### src/rtl/core_pkg.sv
// core_pkg: shared core-wide types for the pipeline stage bundles.
//   XLEN         datapath width (only 32 is supported)
//   exmem_reg_t  execute -> memory bundle
//   memwb_reg_t  memory -> writeback bundle
package core_pkg;

    parameter int unsigned XLEN = 32;

    localparam logic [1:0] MEM_NONE  = 2'd0;
    localparam logic [1:0] MEM_LOAD  = 2'd1;
    localparam logic [1:0] MEM_STORE = 2'd2;

    localparam logic [3:0] CAUSE_LOAD_MISALIGNED  = 4'd4;
    localparam logic [3:0] CAUSE_STORE_MISALIGNED = 4'd6;

    typedef struct packed {
        logic            expt_valid;
        logic [3:0]      expt_cause;
        logic [XLEN-1:0] expt_value;
        logic [1:0]      mem_type;
        logic [2:0]      funct3;
        logic [XLEN-1:0] alu_res;
        logic [XLEN-1:0] rs2_data;
        logic [1:0]      reg_wb_src;
        logic [XLEN-1:0] inst_imm;
        logic [XLEN-1:0] inst_pc;
        logic [4:0]      rd_addr;
        logic [11:0]     csr_addr;
    } exmem_reg_t;

    typedef struct packed {
        logic [1:0]      reg_wb_src;
        logic [XLEN-1:0] inst_imm;
        logic [XLEN-1:0] inst_pc;
        logic [XLEN-1:0] alu_res;
        logic [4:0]      rd_addr;
        logic [XLEN-1:0] csr_rd_data;
        logic [XLEN-1:0] load_data;
        logic            expt_valid;
        logic [3:0]      expt_cause;
        logic [XLEN-1:0] expt_value;
    } memwb_reg_t;

endpackage

### src/rtl/mem_stage.sv
// mem_stage: memory-access pipeline stage.
// Accepts one exmem bundle, performs its load/store over a valid/ready data
// memory port, formats load data, flags misaligned accesses and presents a
// registered memwb bundle to writeback.
// Ports:
//   clk_i, rst_ni                       clock, synchronous active-low reset
//   flush_i                             kill the held/in-flight instruction
//   in_valid_i/in_ready_o/in_i          execute-side handshake and bundle
//   csr_rdata_i                         CSR read data, sampled at acceptance
//   dmem_req_valid_o/dmem_req_ready_i   memory request handshake
//   dmem_addr_o/we_o/wmask_o/wdata_o    word address, write enable, lanes, data
//   dmem_rsp_valid_i/dmem_rdata_i       load response
//   out_valid_o/out_ready_i/out_o       writeback-side handshake and bundle
module mem_stage
    import core_pkg::*;
#(
    parameter int unsigned Xlen = core_pkg::XLEN
) (
    input  logic            clk_i,
    input  logic            rst_ni,
    input  logic            flush_i,
    input  logic            in_valid_i,
    output logic            in_ready_o,
    input  exmem_reg_t      in_i,
    input  logic [Xlen-1:0] csr_rdata_i,
    output logic            dmem_req_valid_o,
    input  logic            dmem_req_ready_i,
    output logic [Xlen-1:0] dmem_addr_o,
    output logic            dmem_we_o,
    output logic [3:0]      dmem_wmask_o,
    output logic [Xlen-1:0] dmem_wdata_o,
    input  logic            dmem_rsp_valid_i,
    input  logic [Xlen-1:0] dmem_rdata_i,
    output logic            out_valid_o,
    input  logic            out_ready_i,
    output memwb_reg_t      out_o
);

    localparam logic [1:0] IDLE = 2'd0;
    localparam logic [1:0] REQ  = 2'd1;
    localparam logic [1:0] WAIT = 2'd2;
    localparam logic [1:0] KILL = 2'd3;

    logic [1:0]      state_q;
    exmem_reg_t      hold_q;
    logic [Xlen-1:0] csr_q;
    memwb_reg_t      out_q;
    logic            out_valid_q;

    logic            accept;
    logic            in_is_mem;
    logic            in_is_store;
    logic            in_misaligned;
    memwb_reg_t      accept_out;
    logic [Xlen-1:0] rdata_shifted;
    logic [Xlen-1:0] load_fmt;
    logic            hold_is_store;

    // csr_addr is consumed upstream by the CSR file; it only rides along here.
    logic unused_bits;
    assign unused_bits = ^{in_i.csr_addr, hold_q.csr_addr};

    function automatic memwb_reg_t make_out(input exmem_reg_t b,
                                            input logic [Xlen-1:0] csr,
                                            input logic [Xlen-1:0] ld);
        memwb_reg_t o;
        o.reg_wb_src  = b.reg_wb_src;
        o.inst_imm    = b.inst_imm;
        o.inst_pc     = b.inst_pc;
        o.alu_res     = b.alu_res;
        o.rd_addr     = b.rd_addr;
        o.csr_rd_data = csr;
        o.load_data   = ld;
        o.expt_valid  = b.expt_valid;
        o.expt_cause  = b.expt_cause;
        o.expt_value  = b.expt_value;
        return o;
    endfunction

    assign in_ready_o  = (state_q == IDLE) && (!out_valid_q || out_ready_i) && !flush_i;
    assign accept      = in_valid_i && in_ready_o;
    assign in_is_store = (in_i.mem_type == MEM_STORE);
    assign in_is_mem   = (in_i.mem_type == MEM_LOAD) || in_is_store;

    always_comb begin
        in_misaligned = 1'b0;
        case (in_i.funct3[1:0])
            2'b00:   in_misaligned = 1'b0;
            2'b01:   in_misaligned = in_i.alu_res[0];
            2'b10:   in_misaligned = |in_i.alu_res[1:0];
            default: in_misaligned = 1'b1;
        endcase
    end

    // Bundle written directly at acceptance (non-memory or exception path).
    // An incoming exception wins over a locally detected misalignment.
    always_comb begin
        accept_out = make_out(in_i, csr_rdata_i, '0);
        if (!in_i.expt_valid && in_is_mem && in_misaligned) begin
            accept_out.expt_valid = 1'b1;
            accept_out.expt_cause = in_is_store ? CAUSE_STORE_MISALIGNED
                                                : CAUSE_LOAD_MISALIGNED;
            accept_out.expt_value = in_i.alu_res;
        end
    end

    // Request fields come straight from the held bundle, so they stay
    // stable for as long as the request waits for ready.
    assign hold_is_store    = (hold_q.mem_type == MEM_STORE);
    assign dmem_req_valid_o = (state_q == REQ);
    assign dmem_addr_o      = {hold_q.alu_res[Xlen-1:2], 2'b00};
    assign dmem_we_o        = hold_is_store;

    always_comb begin
        dmem_wmask_o = 4'hF;
        dmem_wdata_o = hold_q.rs2_data;
        case (hold_q.funct3[1:0])
            2'b00: begin
                dmem_wmask_o = 4'b0001 << hold_q.alu_res[1:0];
                dmem_wdata_o = {4{hold_q.rs2_data[7:0]}};
            end
            2'b01: begin
                dmem_wmask_o = 4'b0011 << {hold_q.alu_res[1], 1'b0};
                dmem_wdata_o = {2{hold_q.rs2_data[15:0]}};
            end
            default: ;
        endcase
    end

    assign rdata_shifted = dmem_rdata_i >> {hold_q.alu_res[1:0], 3'b000};

    always_comb begin
        load_fmt = rdata_shifted;
        case (hold_q.funct3[1:0])
            2'b00: load_fmt = hold_q.funct3[2] ? {24'b0, rdata_shifted[7:0]}
                                               : {{24{rdata_shifted[7]}}, rdata_shifted[7:0]};
            2'b01: load_fmt = hold_q.funct3[2] ? {16'b0, rdata_shifted[15:0]}
                                               : {{16{rdata_shifted[15]}}, rdata_shifted[15:0]};
            default: ;
        endcase
    end

    // The output slot is always free by the time a memory op completes:
    // acceptance requires it to be empty or draining that same cycle, and
    // nothing else writes it while the op is outstanding.
    always_ff @(posedge clk_i) begin
        if (!rst_ni) begin
            state_q     <= IDLE;
            hold_q      <= '0;
            csr_q       <= '0;
            out_q       <= '0;
            out_valid_q <= 1'b0;
        end else begin
            if (out_valid_q && out_ready_i) begin
                out_valid_q <= 1'b0;
            end
            case (state_q)
                IDLE: begin
                    if (flush_i) begin
                        out_valid_q <= 1'b0;
                    end else if (accept) begin
                        hold_q <= in_i;
                        csr_q  <= csr_rdata_i;
                        if (in_i.expt_valid || !in_is_mem || in_misaligned) begin
                            out_q       <= accept_out;
                            out_valid_q <= 1'b1;
                        end else begin
                            state_q <= REQ;
                        end
                    end
                end
                REQ: begin
                    if (dmem_req_ready_i) begin
                        if (hold_is_store) begin
                            state_q <= IDLE;
                            if (!flush_i) begin
                                out_q       <= make_out(hold_q, csr_q, '0);
                                out_valid_q <= 1'b1;
                            end
                        end else begin
                            state_q <= flush_i ? KILL : WAIT;
                        end
                    end else if (flush_i) begin
                        state_q <= IDLE;
                    end
                end
                WAIT: begin
                    // A flush coinciding with the response consumes that
                    // response here; waiting in KILL would never end.
                    if (dmem_rsp_valid_i) begin
                        state_q <= IDLE;
                        if (!flush_i) begin
                            out_q       <= make_out(hold_q, csr_q, load_fmt);
                            out_valid_q <= 1'b1;
                        end
                    end else if (flush_i) begin
                        state_q <= KILL;
                    end
                end
                KILL: begin
                    if (dmem_rsp_valid_i) begin
                        state_q <= IDLE;
                    end
                end
                default: state_q <= IDLE;
            endcase
        end
    end

    assign out_valid_o = out_valid_q;
    assign out_o       = out_q;

endmodule
### config.mk
export PLATFORM = sky130hd
export DESIGN_NAME = mem_stage
export DESIGN_NICKNAME = d
export VERILOG_FILES = /design/src/rtl/core_pkg.sv /design/src/rtl/mem_stage.sv
export SDC_FILE = /design/constraint.sdc
export NUM_CORES = 1
export LEC_CHECK = 0
export CAP_MARGIN = 20
export CORE_AREA = 2 2 207 209
export DETAILED_ROUTE_END_ITERATION = 8
export DIE_AREA = 0 0 209 211
export GPL_TIMING_DRIVEN = 0
export PLACE_DENSITY = 0.76
export RECOVER_POWER = 25
export SYNTH_ARGS = -nofsm -noshare
export SYNTH_HDL_FRONTEND = slang
export SYNTH_SLANG_ARGS = --single-unit
### constraint.sdc
create_clock -name clk_i -period 3.06 [get_ports clk_i]
set_input_delay 0.459 -clock clk_i [delete_from_list [all_inputs] [get_ports clk_i]]
set_output_delay 0.459 -clock clk_i [all_outputs]
set_load 0.05 [all_outputs]
==> Flow_metrics.wiki <==
{| class="wikitable"
! Metric !! Value
|-
| Number of global-route vias before repair || between 15000 and 20000
|-
| Standard cell core area || approximately 42000 um2
|-
| Peak supply drop || approximately 440 uV
|-
| Initial standard-cell utilization of the core || a little under half
|-
| Area of all placed cells without fillers || 26300 um2
|-
| CTS tree || done
|-
| Area of the die || 44100 um2
|-
| Number of slew-limit violations in the final report || 0
|-
| Power Density || 559 nW/um2
|-
| Crit path arrival time || approximately 3.5 ns
|-
| Worst R2R Start || state_q[0]
|-
| Max Freq || about 340 MHz
|-
| Standard-cell row count || 75
|-
| Shortest period the worst path allows || just under 3 ns
|-
| Slack of the worst reg-to-reg path || between 0.1 and 0.15 ns
|-
| TritonCTS Sinks || between 400 and 500
|-
| Critical Path Max Stage Delay || between 0.5 and 0.6 ns
|-
| Critical Path, Cell by Cell || inv_1 > ha_1 > buf_2 > o21a_2 > clkbuf_2 > clkbuf_1 > nand2_1 > a311oi_1
|-
| CTS H-tree depth || 2
|-
| Max transition margin || ~29%
|-
| DIE WIDTH || 209 um
|-
| End of the worst register-to-register path || out_o[18]
|-
| Grt total ovfl || 0
|-
| Via total after detailed routing || 20039
|-
| Hold Violations, Final || 0
|-
| Drt drc || 0
|-
| Compound-cell area share of the yosys netlist || approximately 25%
|-
| First-pass GRT wire length || 116 mm
|-
| Layout overhead on the synthesized area || 40.0%
|-
| Fill cell count || between 3000 and 4000
|-
| Number of register bits inferred by synthesis || about 420
|-
| Number of optimization iterations in the first detailed-route pass || 8
|-
| Startpoint of the tightest hold check path || in_i[141]
|-
| Measured slew at the worst slew-check pin || 1.07 ns
|-
| Tcrit/Tclk final || a little over nine tenths
|-
| Share of synthesized area occupied by flip-flops and latches || 44.3%
|-
| Final Wtd Congestion || between 0.9 and 1
|-
| Total leakage power || 11.1 nW
|-
| Clock-pin slew reported for the worst setup and hold paths after clock tree synthesis || about 0.060 ns
|-
| Total cell area at the placement stage || between 20000 and 25000 um2
|-
| Detailed placer's ending HPWL || approximately 58 mm
|-
| Outcome || completed
|-
| Most common cell after layout, fill and taps aside || sky130_fd_sc_hd__nand2_1
|-
| Synth Area in XOR/XNOR || less than 1%
|-
| Die H || roughly 210 um
|-
| Critical Path Start Type || register
|-
| Final worst clock skew || between 0.02 and 0.03 ns
|-
| Clock root buffer master || sky130_fd_sc_hd__clkbuf_16
|-
| Aggregate global-route resource usage || between 30% and 40%
|-
| Mux share of post-synthesis cell area || under 10%
|-
| Most used cells in the layout excluding fill and tap cells || sky130_fd_sc_hd__nand2_1 (535), sky130_fd_sc_hd__dfxtp_1 (416), sky130_fd_sc_hd__clkdlybuf4s50_1 (326)
|-
| Worst Hold Class || in2reg
|-
| Crit-path slowest cell || sky130_fd_sc_hd__clkbuf_1
|-
| Design Power || between 10 and 15 mW
|-
| Count of synthesis-stage warnings from yosys || 0
|-
| Initial DRC count || 1741
|-
| Vias per inst || approximately 5.9
|-
| Cell count after synthesis || between 2000 and 2500
|-
| Primary flip-flop cell chosen by synthesis mapping || sky130_fd_sc_hd__dfxtp_1
|-
| Number of placed I/O pins || about 540
|-
| Largest net degree at the start of global routing || 14
|-
| IO Port Bufs || 520
|-
| Hold buffer count at CTS || 0
|-
| Destination of the worst hold path || dmem_addr_o[26]
|-
| Nets || approximately 3000
|-
| Post-DR wirelength/cell || 22.8 um
|-
| Setup repair after global routing missed its margin || no
|-
| Average footprint of a synthesized cell || 8.34 um2
|-
| Worst hold slack || between 0.4 and 0.5 ns
|-
| Routed wire length || 77.6 mm
|-
| Number of antenna violations at the first check in global routing || 13
|-
| Highest net fanout along the worst path || 10
|-
| Post-synthesis adder-cell area fraction || less than 1%
|-
| Ratio of cells with drive above 1 in the final layout || 7.55%
|-
| Cts bufs inserted || between 40 and 50
|-
| Netlist area before placement || about 19000 um2
|-
| # setup viols final || 0
|-
| Placed cell count || ~3300
|-
| Hold Crit Depth || 3
|-
| MaxCap Viol Count || 0
|-
| Clock latency on the worst-skew pair || around 0.6 ns
|-
| Netlist cell types || 54
|-
| Simple-gate area share of the yosys netlist || 18.3%
|-
| Share of flip-flops with an asynchronous set or reset || 0%
|-
| Number of enable flip-flop cells after synthesis || 0
|-
| Setup crit end kind || register
|-
| Kind of critical path || reg2reg
|-
| ANT nets after route || 0
|-
| Final cell count without fillers || between 3000 and 4000
|-
| Count of cells along the worst register-to-register path || 8
|-
| Required time of the critical path || about 3.6 ns
|-
| Largest family of logic cells by synthesized area || compound AO/OA/AOI/OAI gates
|-
| Clock Path Buffers || 3
|}
[cell type report]
type | instances | area (um2) | area share [%]
multi-input cells | 1546 | 9180 | 34.9
well taps | 539 | 674 | 2.56
repair buffers | 524 | 5240 | 19.9
clock buffers | 69 | 1370 | 5.20
plain buffers | 281 | 1300 | 4.92
clock inverters | 15 | 171 | 0.651
diodes | 10 | 25.0 | 0.0951
inverters | 10 | 37.5 | 0.143
flip-flops and latches | 416 | 8330 | 31.6
[report_power, final]
part | total (mW) | internal [mW] | switching, mW | leakage (nW)
sequential | 5.92 | 5.72 | 0.198 | 3.40
clock | 5.71 | 3.35 | 2.36 | 0.763
combinational | 3.09 | 1.10 | 1.99 | 6.95
total | 14.7 | 10.2 | 4.55 | 11.1
[state kept, by name, indices dropped and copies added, names as in the netlist]
signal,cells
out_valid_o,1
dmem_addr_o,30
hold_q,147
csr_q,32
out_o,204
state_q,2
[worst max-delay path: cells and delay by family (launching register included)]
kind,cells,cell delay (ns)
and+or+nand+nor,1,0.13
adders and majority gates,1,0.28
buffers and inverters,4,1.33
DFF,1,0.41
AOI/OAI and AO/OA,2,0.72
[kinds of logic (layout without fill, tap and decap cells)]
kind of cell             Yosys count  in the layout
adder cells (fa/ha/maj)            7              7
multiplexers                      92             92
buffers and inverters            293            899
AO/OA/AOI/OAI                    677            677
AND/OR/NAND/NOR                  767            767
flip-flops                       416            416
XOR/XNOR                           1              1
other                              1             12
[Yosys cell counts (all sizes together), types with 12 or more instances]
cell type	number	area (um2)
o211ai	17	128
nand4	105	657
a311oi	32	280
nor2	12	45.0
mux2	15	169
o211a	105	1050
nor2b	70	438
nand2	535	2010
clkbuf	190	713
a211oi	50	375
a31oi	82	513
buf	93	556
a21oi	245	1230
dfxtp	416	8330
mux2i	77	771
a22oi	104	781
[repair_timing]
item | CTS | global route
pin swaps | 1 | 1
setup endpoints to repair | 323 | 78
resized for setup | 80 | 14
buffers inserted | 2 | 2
endpoints found under the hold margin | 0 | 0
[layer usage]
| layer | vias to the layer above | routed length, um | GRT usage, % |
|---|---|---|---|
| met3 | 238 | 7000 | 7.85 |
| met1 | 9553 | 29700 | 40.4 |
| li1 | 9225 | - | - |
| met2 | 1017 | 36500 | 56.7 |
| met5 | - | 39 | 0 |
| met4 | 6 | 4340 | 18.5 |
[worst max-delay path by stage]
stage	startpoint	endpoint	slack [ns]	depth (start not counted)
after floorplan	state_q[1]	out_o[43]	0.44	10
after global placement	in_valid_i	out_o[96]	-0.65	7
after detailed placement	in_i[115]	out_o[108]	-0.79	7
after CTS	hold_q[148]	dmem_wdata_o[8]	0.007	7
after global routing	state_q[0]	out_o[20]	0.003	8
final	state_q[0]	out_o[18]	0.11	8
[through the flow]
stage	TNS (ns)	setup WS, ns	utilization, %
5_1_grt	0	0.00296	63.0
4_1_cts	0	0.00710	62.9
2_1_floorplan	0	0.440	-
6_report	0	0.113	63.0
3_3_place_gp	-106.75	-0.649	59.1
3_5_place_dp	-120.19	-0.790	59.1
No activity file was read; power rests on OpenSTA's default activity.
